$ cat src/rtl/alarm_pkg.sv
// -----------------------------------------------------------------------------
// alarm_pkg
// Shared definitions for the alarm message scheduler.
//   - Colour indices; the request, ack and active_id encodings all use them.
//   - FSM state encoding of the scheduler.
//   - Default message terminator byte.
// -----------------------------------------------------------------------------
package alarm_pkg;

    // Colour index constants (also the fixed priority order, 0 = highest)
    localparam logic [1:0] CH_RED    = 2'd0;
    localparam logic [1:0] CH_BLUE   = 2'd1;
    localparam logic [1:0] CH_PURPLE = 2'd2;
    localparam logic [1:0] CH_YELLOW = 2'd3;

    // Scheduler FSM states
    localparam logic [2:0] ST_IDLE  = 3'd0;
    localparam logic [2:0] ST_CLEAR = 3'd1;
    localparam logic [2:0] ST_PLAY  = 3'd2;
    localparam logic [2:0] ST_DONE  = 3'd3;
    localparam logic [2:0] ST_GAP   = 3'd4;

    // ROM byte that ends a message early (never emitted)
    localparam logic [7:0] TERM_CHAR_DEFAULT = 8'h00;

endpackage

$ cat src/rtl/prio_enc4.sv
// -----------------------------------------------------------------------------
// prio_enc4
// Combinational 4-bit fixed-priority encoder, bit 0 (RED) wins.
// Ports:
//   req_i   in  4  request vector, indexed by colour
//   valid_o out 1  any request bit set
//   idx_o   out 2  index of the highest-priority set bit (CH_RED when none)
// -----------------------------------------------------------------------------
module prio_enc4
    import alarm_pkg::*;
(
    input  logic [3:0] req_i,
    output logic       valid_o,
    output logic [1:0] idx_o
);

    always_comb begin
        valid_o = 1'b1;
        idx_o   = CH_RED;
        if (req_i[CH_RED]) begin
            idx_o = CH_RED;
        end else if (req_i[CH_BLUE]) begin
            idx_o = CH_BLUE;
        end else if (req_i[CH_PURPLE]) begin
            idx_o = CH_PURPLE;
        end else if (req_i[CH_YELLOW]) begin
            idx_o = CH_YELLOW;
        end else begin
            valid_o = 1'b0;
        end
    end

endmodule

$ cat src/rtl/alarm_msg_scheduler.sv
// -----------------------------------------------------------------------------
// alarm_msg_scheduler
// Arbitrates four colour alarm requests for one shared text reader, restarts
// and paces the reader per message, routes the winning colour's ROM byte to
// char_out_o and acks the colour when its message completes.
//
// Build option: define ALARM_PREEMPT_EN to let a higher-priority pending
// request abort the message being played (no ack, stays pending, straight to
// CLEAR). Undefined: every message runs to completion.
//
// Parameters:
//   GAP_CYCLES  idle cycles after each message before the next arbitration (>=1)
//   TERM_CHAR   ROM byte that ends a message early, not emitted
// Ports:
//   clk           in   1  clock, rising edge
//   reset_n       in   1  asynchronous active-low reset
//   req_i         in   4  alarm requests [0]=RED [1]=BLUE [2]=PURPLE [3]=YELLOW
//   rd_tick_i     in   1  reader tick
//   rd_done_i     in   1  reader address counter at its final value
//   rom_r/b/p/y_i in   8  reader ROM outputs per colour
//   rd_en_o       out  1  reader timer enable (PLAY)
//   rd_clr_n_o    out  1  registered active-low reader restart (CLEAR)
//   char_out_o    out  8  current message character, holds between strobes
//   char_valid_o  out  1  one-cycle strobe for char_out_o
//   active_id_o   out  2  colour being played
//   busy_o        out  1  high in CLEAR/PLAY
//   ack_o         out  4  one-cycle pulse on the completed colour
// -----------------------------------------------------------------------------
module alarm_msg_scheduler
    import alarm_pkg::*;
#(
    parameter int unsigned GAP_CYCLES = 1000,
    parameter logic [7:0]  TERM_CHAR  = TERM_CHAR_DEFAULT
) (
    input  logic       clk,
    input  logic       reset_n,
    input  logic [3:0] req_i,
    input  logic       rd_tick_i,
    input  logic       rd_done_i,
    input  logic [7:0] rom_r_i,
    input  logic [7:0] rom_b_i,
    input  logic [7:0] rom_p_i,
    input  logic [7:0] rom_y_i,
    output logic       rd_en_o,
    output logic       rd_clr_n_o,
    output logic [7:0] char_out_o,
    output logic       char_valid_o,
    output logic [1:0] active_id_o,
    output logic       busy_o,
    output logic [3:0] ack_o
);

    localparam int GW = $clog2(GAP_CYCLES + 1);
    localparam logic [GW-1:0] GAP_LAST = GW'(GAP_CYCLES - 1);

    logic [2:0]    state_q, state_d;
    logic [3:0]    pending_q, pending_d;
    logic [1:0]    active_id_q, active_id_d;
    logic [7:0]    char_out_q, char_out_d;
    logic          char_valid_q, char_valid_d;
    logic          rd_clr_n_q, rd_clr_n_d;
    logic [GW-1:0] gap_cnt_q, gap_cnt_d;

    logic          arb_valid;
    logic [1:0]    arb_idx;
    logic          preempt;
    logic [1:0]    pre_idx;
    logic [7:0]    rom_byte;
    logic [3:0]    ack_w;

    prio_enc4 u_arb (
        .req_i   (pending_q),
        .valid_o (arb_valid),
        .idx_o   (arb_idx)
    );

`ifdef ALARM_PREEMPT_EN
    // Only colours strictly above the active one may abort it.
    logic [3:0] higher_pend;
    assign higher_pend = pending_q & ((4'b0001 << active_id_q) - 4'b0001);

    prio_enc4 u_pre (
        .req_i   (higher_pend),
        .valid_o (preempt),
        .idx_o   (pre_idx)
    );
`else
    assign preempt = 1'b0;
    assign pre_idx = CH_RED;
`endif

    always_comb begin
        case (active_id_q)
            CH_RED:    rom_byte = rom_r_i;
            CH_BLUE:   rom_byte = rom_b_i;
            CH_PURPLE: rom_byte = rom_p_i;
            default:   rom_byte = rom_y_i;
        endcase
    end

    assign ack_w = (state_q == ST_DONE) ? (4'b0001 << active_id_q) : 4'b0000;

    always_comb begin
        state_d      = state_q;
        active_id_d  = active_id_q;
        char_out_d   = char_out_q;
        char_valid_d = 1'b0;
        gap_cnt_d    = gap_cnt_q;
        // A request arriving on the ack cycle re-arms the colour (replay).
        pending_d    = (pending_q & ~ack_w) | req_i;

        case (state_q)
            ST_IDLE: begin
                if (arb_valid) begin
                    active_id_d = arb_idx;
                    state_d     = ST_CLEAR;
                end
            end
            ST_CLEAR: state_d = ST_PLAY;
            ST_PLAY: begin
                if (preempt) begin
                    active_id_d = pre_idx;
                    state_d     = ST_CLEAR;
                end else if (rd_tick_i) begin
                    // Byte is sampled before the reader advances its address.
                    if (rom_byte == TERM_CHAR) begin
                        state_d = ST_DONE;
                    end else begin
                        char_out_d   = rom_byte;
                        char_valid_d = 1'b1;
                        if (rd_done_i) begin
                            state_d = ST_DONE;
                        end
                    end
                end
            end
            ST_DONE: begin
                gap_cnt_d = '0;
                state_d   = ST_GAP;
            end
            ST_GAP: begin
                if (gap_cnt_q == GAP_LAST) begin
                    state_d = ST_IDLE;
                end else begin
                    gap_cnt_d = gap_cnt_q + 1'b1;
                end
            end
            default: state_d = ST_IDLE;
        endcase

        // Registered restart lines up exactly with the CLEAR state.
        rd_clr_n_d = (state_d != ST_CLEAR);
    end

    always_ff @(posedge clk or negedge reset_n) begin
        if (!reset_n) begin
            state_q      <= ST_IDLE;
            pending_q    <= 4'b0000;
            active_id_q  <= 2'd0;
            char_out_q   <= 8'h00;
            char_valid_q <= 1'b0;
            rd_clr_n_q   <= 1'b1;
            gap_cnt_q    <= '0;
        end else begin
            state_q      <= state_d;
            pending_q    <= pending_d;
            active_id_q  <= active_id_d;
            char_out_q   <= char_out_d;
            char_valid_q <= char_valid_d;
            rd_clr_n_q   <= rd_clr_n_d;
            gap_cnt_q    <= gap_cnt_d;
        end
    end

    assign rd_en_o      = (state_q == ST_PLAY);
    assign busy_o       = (state_q == ST_CLEAR) || (state_q == ST_PLAY);
    assign rd_clr_n_o   = rd_clr_n_q;
    assign char_out_o   = char_out_q;
    assign char_valid_o = char_valid_q;
    assign active_id_o  = active_id_q;
    assign ack_o        = ack_w;

endmodule

$ cat config.mk
export PLATFORM = sky130hd
export DESIGN_NAME = alarm_msg_scheduler
export DESIGN_NICKNAME = d
export VERILOG_FILES = /design/src/rtl/alarm_pkg.sv /design/src/rtl/prio_enc4.sv /design/src/rtl/alarm_msg_scheduler.sv
export SDC_FILE = /design/constraint.sdc
export NUM_CORES = 1
export LEC_CHECK = 0
export ABC_AREA = 1
export ABC_CLOCK_PERIOD_IN_PS = 2300
export CORE_MARGIN = 2
export CORE_UTILIZATION = 45
export DETAILED_ROUTE_END_ITERATION = 8
export PLACE_DENSITY = 0.79
export SYNTH_ARGS = -nofsm -noshare
export SYNTH_HDL_FRONTEND = slang
export SYNTH_SLANG_ARGS = --single-unit
$ cat constraint.sdc
create_clock -name clk -period 2.3 [get_ports clk]
set_input_delay 0.23 -clock clk [delete_from_list [all_inputs] [get_ports clk]]
set_output_delay 0.23 -clock clk [all_outputs]
set_load 0.005 [all_outputs]
Word-level counts from Yosys, hierarchy flattened
Index checks and enable logic that the tools add are counted.

word-level totals
  flip-flop bits (word level) = 29
  output and inout port bits = 18
  logic and storage cells = 51

operators by class
  add/sub/neg operators = 1
  equality and inequality tests = 9
  shift operators = 1
  muxes and demuxes = 21
  bitwise gates (word level) = 4
  reduce and logical (&&, ||, !) cells = 8

operators with widths
  operator               number
  $pmux 8 s3             1
  $pmux 10 s2            1
  $mux 3                 5
  $pmux 3 s5             1
  $add 10x1->10 const B  1
  $eq 10x10->1 const B   1
  $mux 10                1
  $logic_not 8->1        1
  $mux 2                 4
  $mux 1                 7
  $eq 3x2->1 const B     2
  $and 4x4->4            1
  $mux 4                 1
  $not 4->4              1
  $or 4x4->4             1
  $reduce_and 2->1       2
  $shl 1x2->4 const A    1
  $eq 3x1->1 const B     1
  $eq 3x3->1 const B     1
  $logic_not 3->1        1
  $ne 3x1->1 const B     1
  $reduce_and 3->1       1
  $eq 2x1->1 const B     1
  $eq 2x2->1 const B     1
  other kinds (5)        5

Depth between registers and ports, before layout
  word-level depth = 7
  gate-level depth with buffers = 11

Modules after synthesis
A second synthesis with hierarchy kept.

unflattened totals
  cells, all modules = 231
  area, all modules = 1679.1 sq um

modules (own cells, without submodules)
  module               instances  cells an instance  area each (sq um)  seq. area each (sq um)
  alarm_msg_scheduler  1          223                1642.8             726.9
  prio_enc4            1          8                  36.3               0.0

Worst setup path before layout
OpenSTA, ideal clock, no wires.

  kind = register to register
  start = reg gap_cnt_q[0]
  end = reg gap_cnt_q[9]
  arrival time = 1.419 ns
  setup slack = 0.755 ns
  cell stages (with the launch flop) = 8
  clock period less this slack = 1.545 ns
  path through = dfrtp_1 ha_1 nand3_1 o21ai_2 nand2_1 buf_2 nand4_1 o21ai_0

between the ends
  cells in the longest elaborated chain, start to end = 3

RTL lines
  element                                          RTL line                                                text
  from (decl)                                      alarm_msg_scheduler.sv:62                               logic [GW-1:0] gap_cnt_q, gap_cnt_d;
  from (signal assigned)                           alarm_msg_scheduler.sv:171                              gap_cnt_q <= gap_cnt_d;
  $add 10x1->10 or $eq 10x10->1 (tied branches)    alarm_msg_scheduler.sv:145, alarm_msg_scheduler.sv:142
  $mux 10 or $ne 2x2->1 (tied branches)            -
  $pmux 10 s2 or $reduce_and 2->1 (tied branches)  -

Parallel ways exist; a longest one is shown, timed or not. The select of a mux whose other input is x is not followed.
A chain may end at the register's enable or synchronous reset.

Worst setup path in the final report
  start = reg state_q[2]
  end = out ack_o[0]

between the ends
  cells in the longest elaborated chain, start to end = 2

RTL lines
  element                 RTL line                    text
  from (decl)             alarm_msg_scheduler.sv:56   logic [2:0] state_q, state_d;
  from (signal assigned)  alarm_msg_scheduler.sv:165  state_q <= state_d;
  $eq 3x2->1              alarm_msg_scheduler.sv:101  assign ack_w = (state_q == ST_DONE) ? (4'b0001 << active_id_q) : 4'b0000;
  $mux 4                  alarm_msg_scheduler.sv:101
  to (decl)               alarm_msg_scheduler.sv:50   output logic [3:0] ack_o

Every way passes these cells.

==> results.cfg <==
[power_and_ir_drop]
cellLeakagePower_nw = 1.16
ir_drop_uv = 474
p_switching_mw = 0.954
power.density_nw_per_um2 = 966
pwr-share-clk = 0.176
swShare = 0.407
p_comb_frac = 0.491
share_seq_of_total_power = 0.333
power.internal_mw = 1.39

[synth]
syn_nets = 268
syn_inst = 227
synth_flop_cell = dfrtp_1
seq_area_frac_synth = 0.427
yosys.area.top_type = dfrtp_1
ys_async_sr_fraction = 1.00
synth_top_area_frac = 0.411
syn_area_sq_um = 1700
synth_edf_count = 0
synth_cell_types = 26
synth.ff_latch_count = 29
syn_avg_cell_area_sq_um = 7.51
ys_top_cells_by_area = dfrtp_1 (41%), nand2_1 (13%), nand3_1 (12%)
yosys_warnings = 0

[detailed_routing]
vias = 1705
viasPerCell = 5.01
wl_per_cell_um = 12.3
totalWireLength_mm = 4.18
first_iter_violations = 88
remaining_drc_errors = 0
postRouteAntennaNets = 0
drtPass1Iterations = 4

[timing]
max_clock_freq_ghz = 0.463
slew_violations = 0
setup_viol = 0
tns_ns = 0
timing.max_slew.rel_slack = 0.671
grt_setup_unrepaired = false
timing.final.crit_period_ns = 2.16
holdWs_ns = 0.318
hold_viol = 0
finClkSkew_ns = 0.00779
finalCritPeriodShare = 0.939
tightest_slew_ns = 0.492

[hold_path]
hp-class = primary input to async pin

[critical_path]
worstReg2RegStart = gap_cnt_q[0]$_DFFE_PN0P_
worstSetupEndpoint = ack_o[0]
r2r_slack_ns = 0.44
critPathKind = flip-flop to output pin
critPathLaunch = state_q[2]$_DFF_PN0_
cp_data_required_time_ns = 2.07
worstPathArrival_ns = 1.93
reg2reg_depth = 6
r2r_end = gap_cnt_q[6]$_DFFE_PN0P_
cp-start-kind = flip-flop
worstSetupEndpointType = output pin
cp_max_fo = 5

[cts]
cts_tree = built
cts.htree.levels = 2
cts_buffer_depth = 2
clk_latency_ns = 0.28
hold_buffers = 0
post-cts-setup-buffer-count = 0
cts_buffers = 5
clock_sinks = 29
path_clk_slew_ns = 0.07
clockRootBuffer = clkbuf_8

[run]
maxCapViolCount = 0

[floorplan]
row_count = 22
start_util = 0.465
die_w_um = 65.5
dieHeight_um = 65.5
dieArea_sq_um = 4300
io_pins = 58
coreArea_sq_um = 3660

[outcome]
outcome = finished clean

[grt]
grt_overflow = 0
antenna_found_initial = 0
grt_usage = 0.213
grt_pass1_wl_mm = 6.98
grt_max_degree = 30
grt_pass1_vias = 1597

[finish]
area_growth_pct = 42.3
fin_nets = 332
final_layout_size_suffix_gt1_frac = 0.0890
antenna_cells = 0

[place]
portBuffers = 57
place_congestion = 0.875
hpwl_mm = 3.27
cells in the final DEF, fill, tap and decap left out, drive strengths merged, types with 2 or more instances in the layout:
| cell | n |
|---|---|
| buf | 4 |
| nand4 | 7 |
| nor3 | 9 |
| o21ai | 15 |
| clkinv | 2 |
| nand3 | 40 |
| nand2 | 62 |
| nor2 | 11 |
| xor2 | 2 |
| inv | 27 |
| a21oi | 3 |
| dfrtp | 28 |
| clkdlybuf4s50 | 57 |
| o31ai | 2 |
| or2 | 10 |
| clkbuf | 5 |
| o21bai | 4 |
power by group through the flow:
stage,registers [mW],logic (mW),clock network [mW]
2_1_floorplan,0.763,0.698,0
3_3_place_gp,0.781,1.13,0
3_5_place_dp,0.787,1.14,0
4_1_cts,0.779,1.15,0.416
5_1_grt,0.803,1.30,0.443
6_report,0.780,1.15,0.413
per-layer routing:
layer / share of wire / vias up / wire [um] / global-route usage
met4: 0.013 / 0 / 56 / 0.0703
met1: 0.45 / 763 / 1900 / 0.276
met2: 0.48 / 64 / 2000 / 0.353
met5: 0 / - / 0 / 0
li1: - / 872 / - / -
met3: 0.052 / 6 / 219 / 0.0479
Yosys cell counts, types with 2 or more instances:
master	instances
nand2_4	3
nor2_2	3
or2_2	2
a21oi_1	3
xor2_1	2
o21ai_0	14
o21bai_1	4
dfrtp_1	28
nor3_1	9
inv_1	27
nand2_1	57
nor2_1	7
nand4_1	7
nand3_1	40
or2_1	8
nand2_2	2
o31ai_1	2
flip-flops by register name, indices dropped and copies added, names as in the netlist:
| signal | cells |
|---|---|
| active_id_o | 2 |
| char_out_o | 8 |
| char_valid_o | 1 |
| gap_cnt_q | 10 |
| pending_q | 4 |
| rd_clr_n_o | 1 |
| state_q | 3 |
cell type report:
| class | instances | area, sq um |
|---|---|---|
| clock inverter | 3 | 17.5 |
| tap | 48 | 60.1 |
| clock buffer | 5 | 68.8 |
| inverter | 27 | 101 |
| sequential | 29 | 727 |
| multi-input combinational | 167 | 850 |
| timing repair buffer | 61 | 601 |
| fill | 326 | 1240 |
critical path, stage by stage, from the launching register on:
cell and delay (ns):
dfrtp_1 0.41, inv_1 0.19, nand3_1 0.24, nor3_1 0.26
clkdlybuf4s50_1 0.55
per-stage QoR:
step	instance area, sq um	instances	power, mW	utilization	setup slack [ns]
finish	2420	340	2.34	0.662	0.140
global route	2420	340	2.54	0.662	0.00773
CTS	2420	340	2.35	0.661	0.134
detailed placement	2330	332	1.93	0.637	0.453
global placement	2330	332	1.91	0.637	0.449
floorplan	1700	227	1.46	-	0.755
how the worst min path moves through the flow:
| stage | start | end | slack, ns | cells after the start |
|---|---|---|---|---|
| floorplan | reset_n | active_id_o[0]$_DFFE_PN0P_ | -0.07 | 0 |
| global placement | char_out_o[5]$_DFFE_PN0P_ | char_out_o[5]$_DFFE_PN0P_ | 0.45 | 2 |
| detailed placement | char_out_o[0]$_DFFE_PN0P_ | char_out_o[0]$_DFFE_PN0P_ | 0.46 | 2 |
| CTS | reset_n | gap_cnt_q[7]$_DFFE_PN0P_ | 0.34 | 2 |
| global route | reset_n | pending_q[1]$_DFF_PN0_ | 0.36 | 2 |
| finish | reset_n | gap_cnt_q[9]$_DFFE_PN0P_ | 0.32 | 2 |
logic make-up after synthesis:
group	share of synthesized area
AND/OR/NAND/NOR	0.396
buffers and inverters	0.0778
flip-flops	0.427
AO/OA/AOI/OAI	0.0815
XOR/XNOR	0.0103
adder cells (fa/ha/maj)	0.00734
what timing repair did:
| action | 4_1_cts | 5_1_grt |
|---|---|---|
| resized for setup | 0 | 1 |
| endpoints found under the setup margin | 0 | 1 |
| hold endpoints to repair | 0 | 0 |
Note: power is estimated with default switching activity, not from simulation.
